<file path="config.mk">
export PLATFORM = sky130hd
export DESIGN_NAME = midi_note_tx
export DESIGN_NICKNAME = d
export VERILOG_FILES = /design/src/rtl/midi_note_tx.sv
export SDC_FILE = /design/constraint.sdc
export NUM_CORES = 1
export LEC_CHECK = 0
export CORE_MARGIN = 8
export CORE_UTILIZATION = 50
export CTS_BUF_LIST = sky130_fd_sc_hd__clkbuf_8 sky130_fd_sc_hd__clkbuf_16
export DETAILED_ROUTE_END_ITERATION = 10
export GPL_TIMING_DRIVEN = 1
export PLACE_DENSITY_LB_ADDON = 0.15
export SETUP_SLACK_MARGIN = 0.1
export SYNTH_ARGS = -nofsm -noshare
export SYNTH_HDL_FRONTEND = slang
export SYNTH_SLANG_ARGS = --single-unit
</file>
<file path="constraint.sdc">
create_clock -name clk -period 3.94 [get_ports clk]
set_clock_uncertainty 0.05 [all_clocks]
set_input_delay 0.788 -clock clk [delete_from_list [all_inputs] [get_ports clk]]
set_output_delay 0.788 -clock clk [all_outputs]
set_load 0.02 [all_outputs]
</file>
<file path="src/rtl/midi_note_tx.sv">
`default_nettype none
// +----------------------------------------------------------------------------+
// | midi_note_tx : key-vector to MIDI Note On/Off messages on a UART 8N1 line  |
// | Revision     : 1.0                                                         |
// +----------------------------------------------------------------------------+
module midi_note_tx #(
  parameter int CLK_HZ    = 100_000_000,
  parameter int BAUD      = 31_250,
  parameter int BASE_NOTE = 60,
  parameter int CHANNEL   = 0,
  parameter int OFF_VEL   = 64
) (
  input  logic       clk,
  input  logic       rst,
  input  logic [9:0] key,
  input  logic [4:0] pitchshift,
  input  logic [6:0] volume,
  input  logic       ena,
  output logic       tx,
  output logic       busy
);

  localparam int DIV = CLK_HZ / BAUD;
  localparam int CW  = $clog2(DIV);
  localparam logic [CW-1:0] CNT_LAST   = CW'(DIV - 1);
  localparam logic [7:0]    ON_STATUS  = 8'h90 | 8'(CHANNEL & 15);
  localparam logic [7:0]    OFF_STATUS = 8'h80 | 8'(CHANNEL & 15);
  localparam logic [7:0]    OFF_VEL_B  = 8'(OFF_VEL);

  localparam logic [1:0] S_IDLE  = 2'd0;
  localparam logic [1:0] S_START = 2'd1;
  localparam logic [1:0] S_DATA  = 2'd2;
  localparam logic [1:0] S_STOP  = 2'd3;

  logic [1:0]    state_q, state_d;
  logic [CW-1:0] cnt_q, cnt_d;
  logic [2:0]    bit_q, bit_d;
  logic [1:0]    byte_q, byte_d;
  logic [23:0]   msg_q, msg_d;
  logic [9:0]    sent_q, sent_d;
  logic [6:0]    held_note_q [10];
  logic [6:0]    held_note_d [10];
  logic          tx_q, tx_d;
  logic          busy_q, busy_d;

  logic [9:0] eff;
  logic [9:0] diff;
  logic [3:0] sel_idx;
  logic [8:0] note_sum;
  logic [6:0] note_n;
  logic [7:0] cur_byte;
  logic       cnt_last;

  assign eff      = ena ? key : 10'b0;
  assign diff     = eff ^ sent_q;
  assign cnt_last = (cnt_q == CNT_LAST);

  // Descending scan so the lowest pending index is the last one written.
  always_comb begin
    sel_idx = 4'd0;
    for (int i = 9; i >= 0; i--) begin
      if (diff[i]) sel_idx = 4'(i);
    end
  end

  // Range is -16..151, so bit 8 is a reliable sign bit for the clamp.
  assign note_sum = 9'(BASE_NOTE) + {5'd0, sel_idx} + {{4{pitchshift[4]}}, pitchshift};

  always_comb begin
    if (note_sum[8])      note_n = 7'd0;
    else if (note_sum[7]) note_n = 7'd127;
    else                  note_n = note_sum[6:0];
  end

  always_comb begin
    case (byte_q)
      2'd0:    cur_byte = msg_q[7:0];
      2'd1:    cur_byte = msg_q[15:8];
      default: cur_byte = msg_q[23:16];
    endcase
  end

  always_comb begin
    state_d     = state_q;
    cnt_d       = cnt_last ? '0 : cnt_q + CW'(1);
    bit_d       = bit_q;
    byte_d      = byte_q;
    msg_d       = msg_q;
    sent_d      = sent_q;
    held_note_d = held_note_q;
    tx_d        = tx_q;
    busy_d      = busy_q;
    case (state_q)
      S_IDLE: begin
        cnt_d  = '0;
        bit_d  = 3'd0;
        byte_d = 2'd0;
        tx_d   = 1'b1;
        busy_d = 1'b0;
        if (diff != 10'b0) begin
          sent_d[sel_idx] = eff[sel_idx];
          if (eff[sel_idx]) begin
            held_note_d[sel_idx] = note_n;
            msg_d = {1'b0, volume, 1'b0, note_n, ON_STATUS};
          end else begin
            msg_d = {OFF_VEL_B, 1'b0, held_note_q[sel_idx], OFF_STATUS};
          end
          state_d = S_START;
          tx_d    = 1'b0;
          busy_d  = 1'b1;
        end
      end
      S_START: begin
        if (cnt_last) begin
          state_d = S_DATA;
          tx_d    = cur_byte[0];
        end
      end
      S_DATA: begin
        if (cnt_last) begin
          if (bit_q == 3'd7) begin
            state_d = S_STOP;
            bit_d   = 3'd0;
            tx_d    = 1'b1;
          end else begin
            bit_d = bit_q + 3'd1;
            tx_d  = cur_byte[bit_q + 3'd1];
          end
        end
      end
      default: begin
        if (cnt_last) begin
          if (byte_q != 2'd2) begin
            byte_d  = byte_q + 2'd1;
            state_d = S_START;
            tx_d    = 1'b0;
          end else begin
            byte_d  = 2'd0;
            state_d = S_IDLE;
            tx_d    = 1'b1;
            busy_d  = 1'b0;
          end
        end
      end
    endcase
  end

  always_ff @(posedge clk) begin
    if (rst) begin
      state_q     <= S_IDLE;
      cnt_q       <= '0;
      bit_q       <= 3'd0;
      byte_q      <= 2'd0;
      msg_q       <= 24'd0;
      sent_q      <= 10'b0;
      held_note_q <= '{default: 7'd0};
      tx_q        <= 1'b1;
      busy_q      <= 1'b0;
    end else begin
      state_q     <= state_d;
      cnt_q       <= cnt_d;
      bit_q       <= bit_d;
      byte_q      <= byte_d;
      msg_q       <= msg_d;
      sent_q      <= sent_d;
      held_note_q <= held_note_d;
      tx_q        <= tx_d;
      busy_q      <= busy_d;
    end
  end

  assign tx   = tx_q;
  assign busy = busy_q;

endmodule
`default_nettype wire

</file>
== Word level (Yosys, flattened, before mapping) ==
Index checks and enable logic that the tools add are counted.

* Register bits after elaboration: 125
* Word-level logic and storage cells: 110
* Bits of input ports: 25

* Eq/ne operators: 11
* Bitwise gates (word level): 3
* Add/subtract/negate cells: 5
* Magnitude comparators: 5
* Muxes and demuxes: 52
* Reduce and logical (&&, ||, !) cells: 16

{| class="wikitable"
|+ Operators with widths
! kind !! number
|-
| 70-bit bitwise mux || 1
|-
| 4-bit 2-to-1 mux || 10
|-
| 7-bit 2-to-1 mux || 5
|-
| 7-bit binary-select mux with 4-bit select || 1
|-
| 7-bit demux with 4-bit select || 1
|-
| 23-bit 2-to-1 mux || 1
|-
| 8-bit one-hot mux with 2 select lines || 1
|-
| 2-bit 2-to-1 mux || 7
|-
| 1-bit 2-to-1 mux || 13
|-
| 12-bit by 1-bit adder with 12-bit output, second input constant || 1
|-
| 12-bit == test, second input constant || 1
|-
| 10-bit bitwise mux || 1
|-
| 10-bit 2-to-1 mux || 1
|-
| 2-bit != test, second input constant || 5
|-
| 10-bit nonzero test || 1
|-
| 10-bit XOR || 1
|-
| 8-bit by 5-bit adder with 9-bit output || 1
|-
| 3-bit AND reduction || 3
|-
| 6-bit by 4-bit adder with 7-bit output, first input constant || 1
|-
| 3-bit 2-to-1 mux || 2
|-
| 2-bit one-hot mux with 3 select lines || 1
|-
| 3-bit one-hot mux with 2 select lines || 1
|-
| 2-bit AND reduction || 3
|-
| 5-bit >= comparator, second input constant || 1
|-
| 24 further kinds || 28
|}

== Longest topological paths before layout ==
* Depth in word-level cells: 18
* Gate-level depth with buffers: 18

== Least setup slack after synthesis ==
OpenSTA, ideal clock, no wires.

* Path type: input to register
* From: input port key[9]
* To: register held_note_q[13] (netlist name)
* Cell stages on the path: 15
* Data required time: 3758 ps
* Buffers on the path: 2
* Setup slack: 90 ps
* Data arrival time: 3667 ps
* Cells stage by stage: xor2_1 a32o_1 a221o_1 a311oi_2 buf_2 a21oi_1 ha_1 inv_1 fa_1 nor2b_1 o21ai_0 nand2b_1 o211ai_1 clkbuf_1 mux2i_1

* Word-level cells in the longest chain between the ends: 18

{| class="wikitable"
|+ Ends and longest elaborated chain
! element !! RTL line !! source
|-
| start: declaration || 15 || <nowiki>input logic [9:0] key,</nowiki>
|-
| 10-bit 2-to-1 mux * || 54 || <nowiki>assign eff = ena ? key : 10'b0;</nowiki>
|-
| parallel branches: the longest is 17 deep, another holds 6-bit by 4-bit adder with 7-bit output || -- ||
|-
| end signal: assignment || 166 || <nowiki>held_note_q <= held_note_d;</nowiki>
|-
| end: declaration || 41 || <nowiki>logic [6:0] held_note_q [10];</nowiki>
|}

Every way passes the cells marked *. The select of a mux whose other input is x is not followed.
A chain may end at the register's enable or synchronous reset.

== Worst setup path in the final report ==
* From: input port key[3]
* To: register held_note_q[17] (netlist name)

* Word-level cells in the longest chain between the ends: 12

{| class="wikitable"
|+ Ends and longest elaborated chain
! element !! RTL line
|-
| 10-bit 2-to-1 mux * || 54
|-
| parallel branches: the longest is 11 deep, another holds 8-bit by 5-bit adder with 9-bit output || --
|}

Marked as above.

==> run summary <==
Reg power frac = 0.263
Post-layout min period = 3.71 ns
Data arrival, critical path = 4.00 ns
Die Y = 131 um
Via count = 5,719
Fmax = 0.269 GHz
P&R area growth vs syn = 25.5%
Dpl hpwl = 13,400 um
Final Hold Viols = 0
Warnings from Yosys = 0
Routed vias/inst = 5.79
Placed Cells = 950
Crit-path cells = clkdlybuf4s50_1, buf_4, xnor2_4, nor2b_1, a311o_1, a311oi_2, buf_4, o221ai_1, o2111ai_2, and3_1, buf_12, nand4_2, buf_12, mux2i_1
Routability cong. = 0.868
R2r startpoint = sent_q[9]
Ports = 27
Worst path slowest cell = clkdlybuf4s50_1
Gr ovfl total = 0
Hold EP = msg_q[18]
Status = finished, final reports clean
Startpoint types = input pin
Skew-Pair Late Insertion Delay = 0.42 ns
CTS HTree Levels = 4
#FFs+latches synth = 117
Clk buf depth = 2
Max-slew headroom = 0.492
CTS tree = done
Crit Path Max Fanout = 14
Die ar. = 0.0170 mm2
Register area share after synthesis = 0.357
Worst Path Buf+Inv = 5
1st-pass router iterations = 7
Post-layout nets = 840
Max VDD drop = 473 uV
Synth Flop Type = dfxtp_1
R2r worst-path depth = 12
Gr usage total = 0.231
Pwr Density = 686 mW/mm2
RSZ-0062 raised after global routing = true
CTS Buf Count = 17
Sw frac = 0.401
Clock Pin Slew Worst Setup and Hold Paths = 0.06 ns
Share of layout cells above drive strength 1 = 0.197
Final-report max-slew violation count = 0
WHS Path Cells = 2
FP Rows = 42
Slew @ Worst Pin = 0.762 ns
Vias in the first global route = 5,726
PortBufs = 26
Ys async rst share = 0
DR DRC count = 0
Die width = 131 um
Worst Hold Launch = msg_q[18]
EDFF count, synth = 0
Synthesized area = 0.00656 mm2
Worst path depth = 14
Violation count after the first detailed-route iteration = 408
Static leakage = 0.00361 uW
Worst Setup End Kind = flip-flop
Commonest cells after routing, fill and taps aside = dfxtp_1, mux2i_1, nand2b_1, buf_4, nand2_1
Initial antenna violation count = 0
Cells after Synth = 711
Net Count, Synth = 753
Clk sinks = 117
Int Power = 3380 uW
Sw Pwr = 2260 uW
Non-filler cells, final = 987
Hold crit path type = reg -> reg
Final Util = 0.632
Routed len/inst = 19.0 um
Initial Util = 0.504
Comb pwr share = 0.478
Global-route wire length before repair = 30,400 um
CP top delay family = buffers and inverters
Largest net degree at the start of global routing = 66
Clock Root Buffer = clkbuf_16
Req. time, crit path = 4.23 ns
Diodes inserted = 0
Core Box Area = 0.0130 mm2
Commonest non-fill, non-tap cell in the layout = dfxtp_1
Final worst path period share = 0.943
Reg-to-Reg End = held_note_q[17]
Clock power frac = 0.259
Setup violators final = 0
CP peak stage delay = 0.50 ns
Worst Setup Path Type = in -> reg
Reported max-cap violation count = 0
Post-Syn Area per Cell = 9.23 um2
Synth cell types = 78
Total wire length = 18,800 um
Reg2Reg Setup Slack = 0.61 ns
Post-DRT Antenna Nets = 0
[power groups by stage]
stage | logic (uW) | clock network [uW] | registers [uW]
after floorplan | 1640 | 0 | 1470
after global placement | 2590 | 0 | 1490
after detailed placement | 2630 | 0 | 1500
after CTS | 2660 | 1480 | 1480
after global routing | 2900 | 1540 | 1500
final | 2700 | 1460 | 1480
[worst register-to-register path, stage by stage, from the launching register on]
cell	delay (ns)
dfxtp_1	0.34
xor2_1	0.19
a32o_1	0.27
a221o_1	0.36
a311oi_2	0.33
buf_4	0.30
o221ai_1	0.19
o2111ai_2	0.14
and3_1	0.27
buf_12	0.19
nand4_2	0.24
buf_12	0.23
mux2i_1	0.17
[state kept, by name (all words and copies together), names as in the netlist]
register and count:
bit_q 3, byte_q 2, msg_q 16, tx 1
held_note_q 70, state_q 2, busy 1, sent_q 10
cnt_q 12
[worst max path at each step]
stage	start	end
final	key[3]	held_note_q[17]
after global routing	key[3]	msg_q[14]
after CTS	ena	held_note_q[17]
after detailed placement	ena	held_note_q[48]
after global placement	ena	held_note_q[48]
after floorplan	key[9]	held_note_q[67]
[layout make-up]
class	instances	area, um2
clock inverters	14	128
multi-input cells	528	3980
fillers	1138	4800
flip-flops and latches	117	2340
repair buffers	112	1040
well taps	176	220
clock buffers	18	439
inverters	22	82.6
[cell usage after synthesis, types with 4 or more instances]
library cell / n / share of area
buf_6: 5 / 0.0086
o21a_1: 4 / 0.0046
a32oi_1: 5 / 0.0067
nand2b_1: 75 / 0.071
nor2b_1: 7 / 0.0067
o211ai_1: 6 / 0.0069
a21oi_1: 36 / 0.027
and3_1: 9 / 0.0086
nand3_1: 15 / 0.011
inv_1: 19 / 0.011
a22oi_1: 10 / 0.011
clkbuf_1: 30 / 0.017
o21ai_0: 23 / 0.018
nand2_1: 46 / 0.026
mux2i_1: 77 / 0.12
nor3_1: 5 / 0.0038
o21ai_1: 5 / 0.0038
xor2_1: 11 / 0.015
a221oi_1: 8 / 0.011
dfxtp_1: 117 / 0.36
and2_1: 6 / 0.0057
a311o_1: 4 / 0.0061
a22o_1: 4 / 0.0053
a31o_2: 5 / 0.0067
ha_1: 16 / 0.031
buf_2: 6 / 0.0046
o221ai_1: 6 / 0.0080
a21o_1: 6 / 0.0069
nand4_4: 8 / 0.026
nor2_1: 41 / 0.023
a221o_1: 8 / 0.012
a211oi_1: 6 / 0.0069
xnor2_1: 15 / 0.020
[what timing repair did]
item | in CTS | in global routing
hold buffers | 0 | 0
buffers inserted | 2 | 1
pin swaps | 3 | 8
cloned | 1 | 1
setup endpoints to repair | 25 | 72
gates resized for setup | 6 | 12
[kinds of logic after synthesis]
logic type      Yosys count  share of synthesized area
simple gates            241                      0.221
compound gates          165                      0.186
flops                   117                      0.357
mux                      79                      0.123
buf+inv                  66                     0.0458
xor+xnor                 26                     0.0347
fa+ha+maj                17                     0.0336
[metal layers]
metal  track usage  up-vias  wire (um)
met5             0        -          0
met4        0.0851        0        440
met3        0.0491       29        889
met2         0.390      164       9290
met1         0.284     2769       8190
li1              -     2757          -
[stage by stage]
step	instance area [um2]	total power (uW)	hold WS [ns]	TNS [ns]	worst slack (ns)
global route	8230	5940	0.443	0	0.0694
finish	8230	5650	0.414	0	0.225
CTS	8150	5610	0.417	0	0.0849
floorplan	6560	3100	0.380	0	0.123
global placement	7540	4080	0.390	-14.97	-0.248
detailed placement	7540	4130	0.409	-24.41	-0.394
Note: power is estimated with default switching activity, not from simulation.
